$ cat config.mk
export PLATFORM = sky130hd
export DESIGN_NAME = pipe_shifter
export DESIGN_NICKNAME = d
export VERILOG_FILES = /design/src/rtl/pipe_shifter_pkg.sv /design/src/rtl/pipe_shifter_stage.sv /design/src/rtl/pipe_shifter.sv
export SDC_FILE = /design/constraint.sdc
export NUM_CORES = 1
export LEC_CHECK = 0
export ABC_AREA = 1
export BUFFER_PORTS_ARGS = -buffer_cell sky130_fd_sc_hd__buf_4
export CAP_MARGIN = 20
export CELL_PAD_IN_SITES_DETAIL_PLACEMENT = 0
export CELL_PAD_IN_SITES_GLOBAL_PLACEMENT = 1
export CORE_MARGIN = 2
export CORE_UTILIZATION = 43
export CTS_BUF_LIST = sky130_fd_sc_hd__clkbuf_16
export DETAILED_ROUTE_END_ITERATION = 16
export GPL_TIMING_DRIVEN = 1
export HOLD_SLACK_MARGIN = 0.12
export PLACE_DENSITY = 0.91
export REMOVE_ABC_BUFFERS = 1
export SETUP_SLACK_MARGIN = 0.4
export SKIP_LAST_GASP = 1
export SLEW_MARGIN = 25
export SYNTH_ARGS = -nofsm -noshare
export SYNTH_HDL_FRONTEND = slang
export SYNTH_SLANG_ARGS = --single-unit
$ cat constraint.sdc
create_clock -name clk -period 3.2 [get_ports clk]
set_clock_uncertainty 0.05 [all_clocks]
set_input_delay 0.32 -clock clk [delete_from_list [all_inputs] [get_ports clk]]
set_output_delay 0.32 -clock clk [all_outputs]
set_load 0.01 [all_outputs]
$ cat src/rtl/pipe_shifter_pkg.sv
// Shared definitions for the pipelined barrel shifter: default sizes, shift-op encodings
// and the helper that spreads mux levels across pipeline stages.
package pipe_shifter_pkg;

  localparam int DATA_WIDTH_DEF  = 32;
  localparam int TAG_W_DEF       = 5;
  localparam int PIPE_STAGES_DEF = 2;

  typedef enum logic [1:0] {
    SHOP_SLL = 2'b00,
    SHOP_ROR = 2'b01,
    SHOP_SRL = 2'b10,
    SHOP_SRA = 2'b11
  } shop_e;

  function automatic int levels_per_stage(input int shamt_w, input int stages);
    return (shamt_w + stages - 1) / stages;
  endfunction

endpackage

$ cat src/rtl/pipe_shifter_stage.sv
// One pipeline stage: NUM_LVL combinational shift levels starting at FIRST_LVL, followed by
// the stage register (valid, data and the sideband that later stages still need).
module shifter_stage
  import pipe_shifter_pkg::*;
#(
  parameter int DATA_WIDTH = DATA_WIDTH_DEF,
  parameter int SHAMT_W    = $clog2(DATA_WIDTH),
  parameter int TAG_W      = TAG_W_DEF,
  parameter int FIRST_LVL  = 0,
  parameter int NUM_LVL    = 1
) (
  input  logic                  clk,
  input  logic                  rst,
  input  logic                  load,
  input  logic                  in_valid,
  input  logic [DATA_WIDTH-1:0] in_data,
  input  logic [SHAMT_W-1:0]    in_b,
  input  logic [1:0]            in_op,
  input  logic                  in_sign,
  input  logic [TAG_W-1:0]      in_tag,
  output logic                  out_valid,
  output logic [DATA_WIDTH-1:0] out_data,
  output logic [SHAMT_W-1:0]    out_b,
  output logic [1:0]            out_op,
  output logic                  out_sign,
  output logic [TAG_W-1:0]      out_tag
);

  logic [DATA_WIDTH-1:0] lvl [NUM_LVL+1];

  assign lvl[0] = in_data;

  for (genvar gi = 0; gi < NUM_LVL; gi++) begin : g_lvl
    localparam int K = FIRST_LVL + gi;
    localparam int S = 1 << K;
    // Sign fill uses the sign of the original operand, not of the partially shifted value.
    localparam logic [DATA_WIDTH-1:0] FILL = ~({DATA_WIDTH{1'b1}} >> S);
    logic [DATA_WIDTH-1:0] shifted;

    always_comb begin
      case (in_op)
        SHOP_SLL: shifted = lvl[gi] << S;
        SHOP_ROR: shifted = (lvl[gi] >> S) | (lvl[gi] << (DATA_WIDTH - S));
        SHOP_SRL: shifted = lvl[gi] >> S;
        default:  shifted = (lvl[gi] >> S) | (in_sign ? FILL : '0);
      endcase
    end

    assign lvl[gi+1] = in_b[K] ? shifted : lvl[gi];
  end

  logic                  valid_q, valid_d;
  logic [DATA_WIDTH-1:0] data_q,  data_d;
  logic [SHAMT_W-1:0]    b_q,     b_d;
  logic [1:0]            op_q,    op_d;
  logic                  sign_q,  sign_d;
  logic [TAG_W-1:0]      tag_q,   tag_d;

  always_comb begin
    valid_d = valid_q;
    data_d  = data_q;
    b_d     = b_q;
    op_d    = op_q;
    sign_d  = sign_q;
    tag_d   = tag_q;
    if (load) begin
      valid_d = in_valid;
      if (in_valid) begin
        data_d = lvl[NUM_LVL];
        b_d    = in_b;
        op_d   = in_op;
        sign_d = in_sign;
        tag_d  = in_tag;
      end
    end
  end

  always_ff @(posedge clk) begin
    if (rst) begin
      valid_q <= 1'b0;
      data_q  <= '0;
      b_q     <= '0;
      op_q    <= '0;
      sign_q  <= 1'b0;
      tag_q   <= '0;
    end else begin
      valid_q <= valid_d;
      data_q  <= data_d;
      b_q     <= b_d;
      op_q    <= op_d;
      sign_q  <= sign_d;
      tag_q   <= tag_d;
    end
  end

  assign out_valid = valid_q;
  assign out_data  = data_q;
  assign out_b     = b_q;
  assign out_op    = op_q;
  assign out_sign  = sign_q;
  assign out_tag   = tag_q;

endmodule

$ cat src/rtl/pipe_shifter.sv
// Pipelined barrel shifter (SLL/ROR/SRL/SRA) with valid/ready on both sides and a tag that
// travels with each operation. Stage enables ripple back from out_ready so bubbles collapse.
module pipe_shifter
  import pipe_shifter_pkg::*;
#(
  parameter int DATA_WIDTH  = DATA_WIDTH_DEF,
  parameter int SHAMT_W     = $clog2(DATA_WIDTH),
  parameter int PIPE_STAGES = PIPE_STAGES_DEF,
  parameter int TAG_W       = TAG_W_DEF
) (
  input  logic                  clk,
  input  logic                  rst,
  input  logic                  in_valid,
  output logic                  in_ready,
  input  logic [DATA_WIDTH-1:0] A,
  input  logic [SHAMT_W-1:0]    B,
  input  logic [1:0]            Shiftop,
  input  logic [TAG_W-1:0]      in_tag,
  output logic                  out_valid,
  input  logic                  out_ready,
  output logic [DATA_WIDTH-1:0] Result,
  output logic [TAG_W-1:0]      out_tag
);

  localparam int LPS = levels_per_stage(SHAMT_W, PIPE_STAGES);

  // Index 0 is the request port; index i+1 is the register output of stage i.
  logic                  st_valid [PIPE_STAGES+1];
  logic [DATA_WIDTH-1:0] st_data  [PIPE_STAGES+1];
  logic [SHAMT_W-1:0]    st_b     [PIPE_STAGES+1];
  logic [1:0]            st_op    [PIPE_STAGES+1];
  logic                  st_sign  [PIPE_STAGES+1];
  logic [TAG_W-1:0]      st_tag   [PIPE_STAGES+1];
  logic                  ready    [PIPE_STAGES+1];

  assign st_valid[0] = in_valid;
  assign st_data[0]  = A;
  assign st_b[0]     = B;
  assign st_op[0]    = Shiftop;
  assign st_sign[0]  = A[DATA_WIDTH-1];
  assign st_tag[0]   = in_tag;
  assign ready[PIPE_STAGES] = out_ready;

  for (genvar gi = 0; gi < PIPE_STAGES; gi++) begin : g_stage
    localparam int FIRST = (gi * LPS < SHAMT_W) ? gi * LPS : SHAMT_W;
    localparam int NUM   = (SHAMT_W - FIRST < LPS) ? SHAMT_W - FIRST : LPS;

    // A stage may load when it is empty or its contents move on this cycle.
    assign ready[gi] = !st_valid[gi+1] || ready[gi+1];

    shifter_stage #(
      .DATA_WIDTH(DATA_WIDTH),
      .SHAMT_W   (SHAMT_W),
      .TAG_W     (TAG_W),
      .FIRST_LVL (FIRST),
      .NUM_LVL   (NUM)
    ) u_stage (
      .clk      (clk),
      .rst      (rst),
      .load     (ready[gi]),
      .in_valid (st_valid[gi]),
      .in_data  (st_data[gi]),
      .in_b     (st_b[gi]),
      .in_op    (st_op[gi]),
      .in_sign  (st_sign[gi]),
      .in_tag   (st_tag[gi]),
      .out_valid(st_valid[gi+1]),
      .out_data (st_data[gi+1]),
      .out_b    (st_b[gi+1]),
      .out_op   (st_op[gi+1]),
      .out_sign (st_sign[gi+1]),
      .out_tag  (st_tag[gi+1])
    );
  end

  assign in_ready  = ready[0];
  assign out_valid = st_valid[PIPE_STAGES];
  assign Result    = st_data[PIPE_STAGES];
  assign out_tag   = st_tag[PIPE_STAGES];

  // The final stage's control sideband has no consumer once all levels are applied.
  logic unused_tail;
  assign unused_tail = ^{st_b[PIPE_STAGES], st_op[PIPE_STAGES], st_sign[PIPE_STAGES]};

endmodule
==> impl_metrics.yaml <==
clock_network:
  cts_root_buf: "clkbuf_16"
  cts_tree: "yes"
  clkLatencyLatePin_ns: 0.34
  hold_buffers: 0
  cts_resized: 0
  cts_buffers: 9
  htreeDepth: 3
  clockBufferDepth: 2
  clkTransAtPathRegs_ns: 0.06
  clock-sinks: 81
  cts_setup_buffers: 0
grt:
  track_usage_pct: 25.5
  grt_pass1_vias: 5931
  grt_max_degree: 55
  grt_pass1_wl_um: 30000
  overflow: 0
  antenna_found_initial: 0
routing:
  wl_um: 18300
  ant_nets: 0
  drc: 0
  via_per_inst: 5.53
  drt_iter0_drc: 748
  dr_total_vias: 6692
  avgRoutedWirePerCell_um: 15.1
  first_pass_iters: 5
yosys:
  synth_ff_type: "dfxtp_1"
  netlist_instances: 983
  async_reset_ff_share_pct: 0
  avgSynthCellArea_um2: 5.90
  synthMostInstantiatedCell: "nand2_1"
  synth_commonest_cells: "nand2_1 (212), nand3_1 (137), o21ai_0 (119)"
  ys_types: 28
  synth_edf_count: 0
  synth_top_cell_by_area: "dfxtp_1"
  ys_seq_elements: 81
  yosys-top-cells-area: "dfxtp_1 (28%), nand2_1 (14%), nand3_1 (12%), o21ai_0 (10%), a21oi_1 (7.7%)"
  synth_top_area_share_pct: 28.0
  synth_warnings: 0
  seq_area_frac_synth_pct: 28.0
  syn_area_mm2: 0.00580
pwr:
  p_total_mw: 2.94
  vdd_ir_drop_max_mv: 0.207
  pwr_density_cell_mw_per_mm2: 434
  cellLeakagePower_nw: 3.04
timing:
  slew_violations: 0
  min_period_over_period_pct: 65.0
  fmax_mhz: 480
  worst_pin_slew_ns: 0.928
  tns_ns: 0
  whs_ns: 0.195
  setup_viol: 0
  setup_ws_ns: 1.12
  finalHoldViolCount: 0
  relSlewSlack_pct: 37.9
  rsz0062_at_grt: "false"
  period_minus_slack_ns: 2.08
cells_and_area:
  layout.nets: 1078
  syn_to_final_growth_pct: 16.8
  antenna_cells: 0
  final_core_util_pct: 51.3
  layout-drive-gt1-share_pct: 12.9
critical_path:
  critPathLaunchType: "input pin"
  end_kind: "flop"
  worst_ep_required_time_ns: 3.39
  arrival_ns: 2.27
  worst-setup-path-type: "in2reg"
  crit_fanout: 19
place:
  dp_hpwl_um: 13500
  port_buffers: 86
  post-place-ws_ns: 0.811
  gp_congestion: 0.952
run_status:
  status: "completed"
floorplan:
  die_h_um: 120
  row_count: 42
  start_util_pct: 44.0
  die_w_um: 120
  coreArea_mm2: 0.0132
  die_area_mm2: 0.0144
  ios: 87
worst_hold_path:
  min_path_type: "in2reg"
flow_run:
  maxCapViolations: 0
## power by group
| part | internal (mW) | switching [mW] | leakage [nW] |
|---|---|---|---|
| Sequential | 1.09 | 0.0539 | 0.670 |
| Clock | 0.596 | 0.390 | 0.148 |
| Combinational | 0.287 | 0.521 | 2.22 |
## cell type report
type                            count  area [um^2]
Fill cell                        1425         6420
Timing Repair Buffer              103          773
Sequential cell                    81         1620
Clock buffer                        9          225
Tap cell                          176          220
Inverter                           81          304
Multi-Input combinational cell    754         3560
Clock inverter                      7         63.8
## final timing paths
kind	from	endpoint	slack (ns)	cells after the start
worst min-delay path	in_tag[3]	g_stage[0].u_stage.out_tag[3]$_SDFFE_PP0P_	0.20	3
worst max register to register	g_stage[0].u_stage.out_b[3]$_SDFFE_PP0P_	g_stage[1].u_stage.out_data[11]$_SDFFE_PP0P_	1.14	9
worst min register to register	g_stage[0].u_stage.out_data[31]$_SDFFE_PP0P_	g_stage[0].u_stage.out_data[31]$_SDFFE_PP0P_	0.42	2
worst max-delay path	Shiftop[1]	g_stage[0].u_stage.out_data[5]$_SDFFE_PP0P_	1.12	11
## critical path, cell delays in order
cell and delay [ns]:
buf_4 0.12, nor2_2 0.04, nor2_1 0.69, buf_4 0.39, nand3_1 0.23, nand3_1 0.15, nor2_1 0.04, nor2_1 0.09
o21ai_1 0.08, nand2_1 0.07, inv_1 0.03
## routing by layer
metal  wire, um  track usage [%]
met1       8620             35.2
met2       8390             42.1
met3        964             2.61
met4        300             7.13
met5          0                0
## sequential cells by signal, indices dropped and copies added (netlist names)
| register | cells |
|---|---|
| g_stage.u_stage.out_tag | 10 |
| g_stage.u_stage.out_op | 2 |
| g_stage.u_stage.out_valid | 2 |
| g_stage.u_stage.out_b | 2 |
| g_stage.u_stage.out_sign | 1 |
| g_stage.u_stage.out_data | 64 |
## placed cells by master (no fill, tap or decap), drive strengths merged
master    synthesis  final
nand4            24     24
o21ai           169    169
nand3           138    138
bufinv            0      1
a31oi             1      1
dfxtp            81     81
nand3b            1      1
o221ai            2      2
clkbuf           41      9
o211ai           24     24
and2              5      5
or2               1      1
nand2           213    213
inv              78     80
a21oi            89     89
nor2             87     87
clkinvlp          0      1
clkinv            3      6
buf              26    103
## through the flow
| step | area (um^2) | cells |
|---|---|---|
| after CTS | 6770 | 1211 |
| after detailed placement | 6480 | 1195 |
| after floorplan | 5490 | 916 |
| final | 6770 | 1211 |
| after global routing | 6770 | 1211 |
| after global placement | 6480 | 1195 |
## cell families (layout without fill, tap and decap cells)
| kind of cell | Yosys count | count (layout) | synth area share (%) |
|---|---|---|---|
| buffers and inverters | 148 | 200 | 10.6 |
| flip-flops | 81 | 81 | 28.0 |
| AND/OR/NAND/NOR | 469 | 469 | 35.2 |
| AO/OA/AOI/OAI | 285 | 285 | 26.2 |
Note: power is estimated with default switching activity, not from simulation.
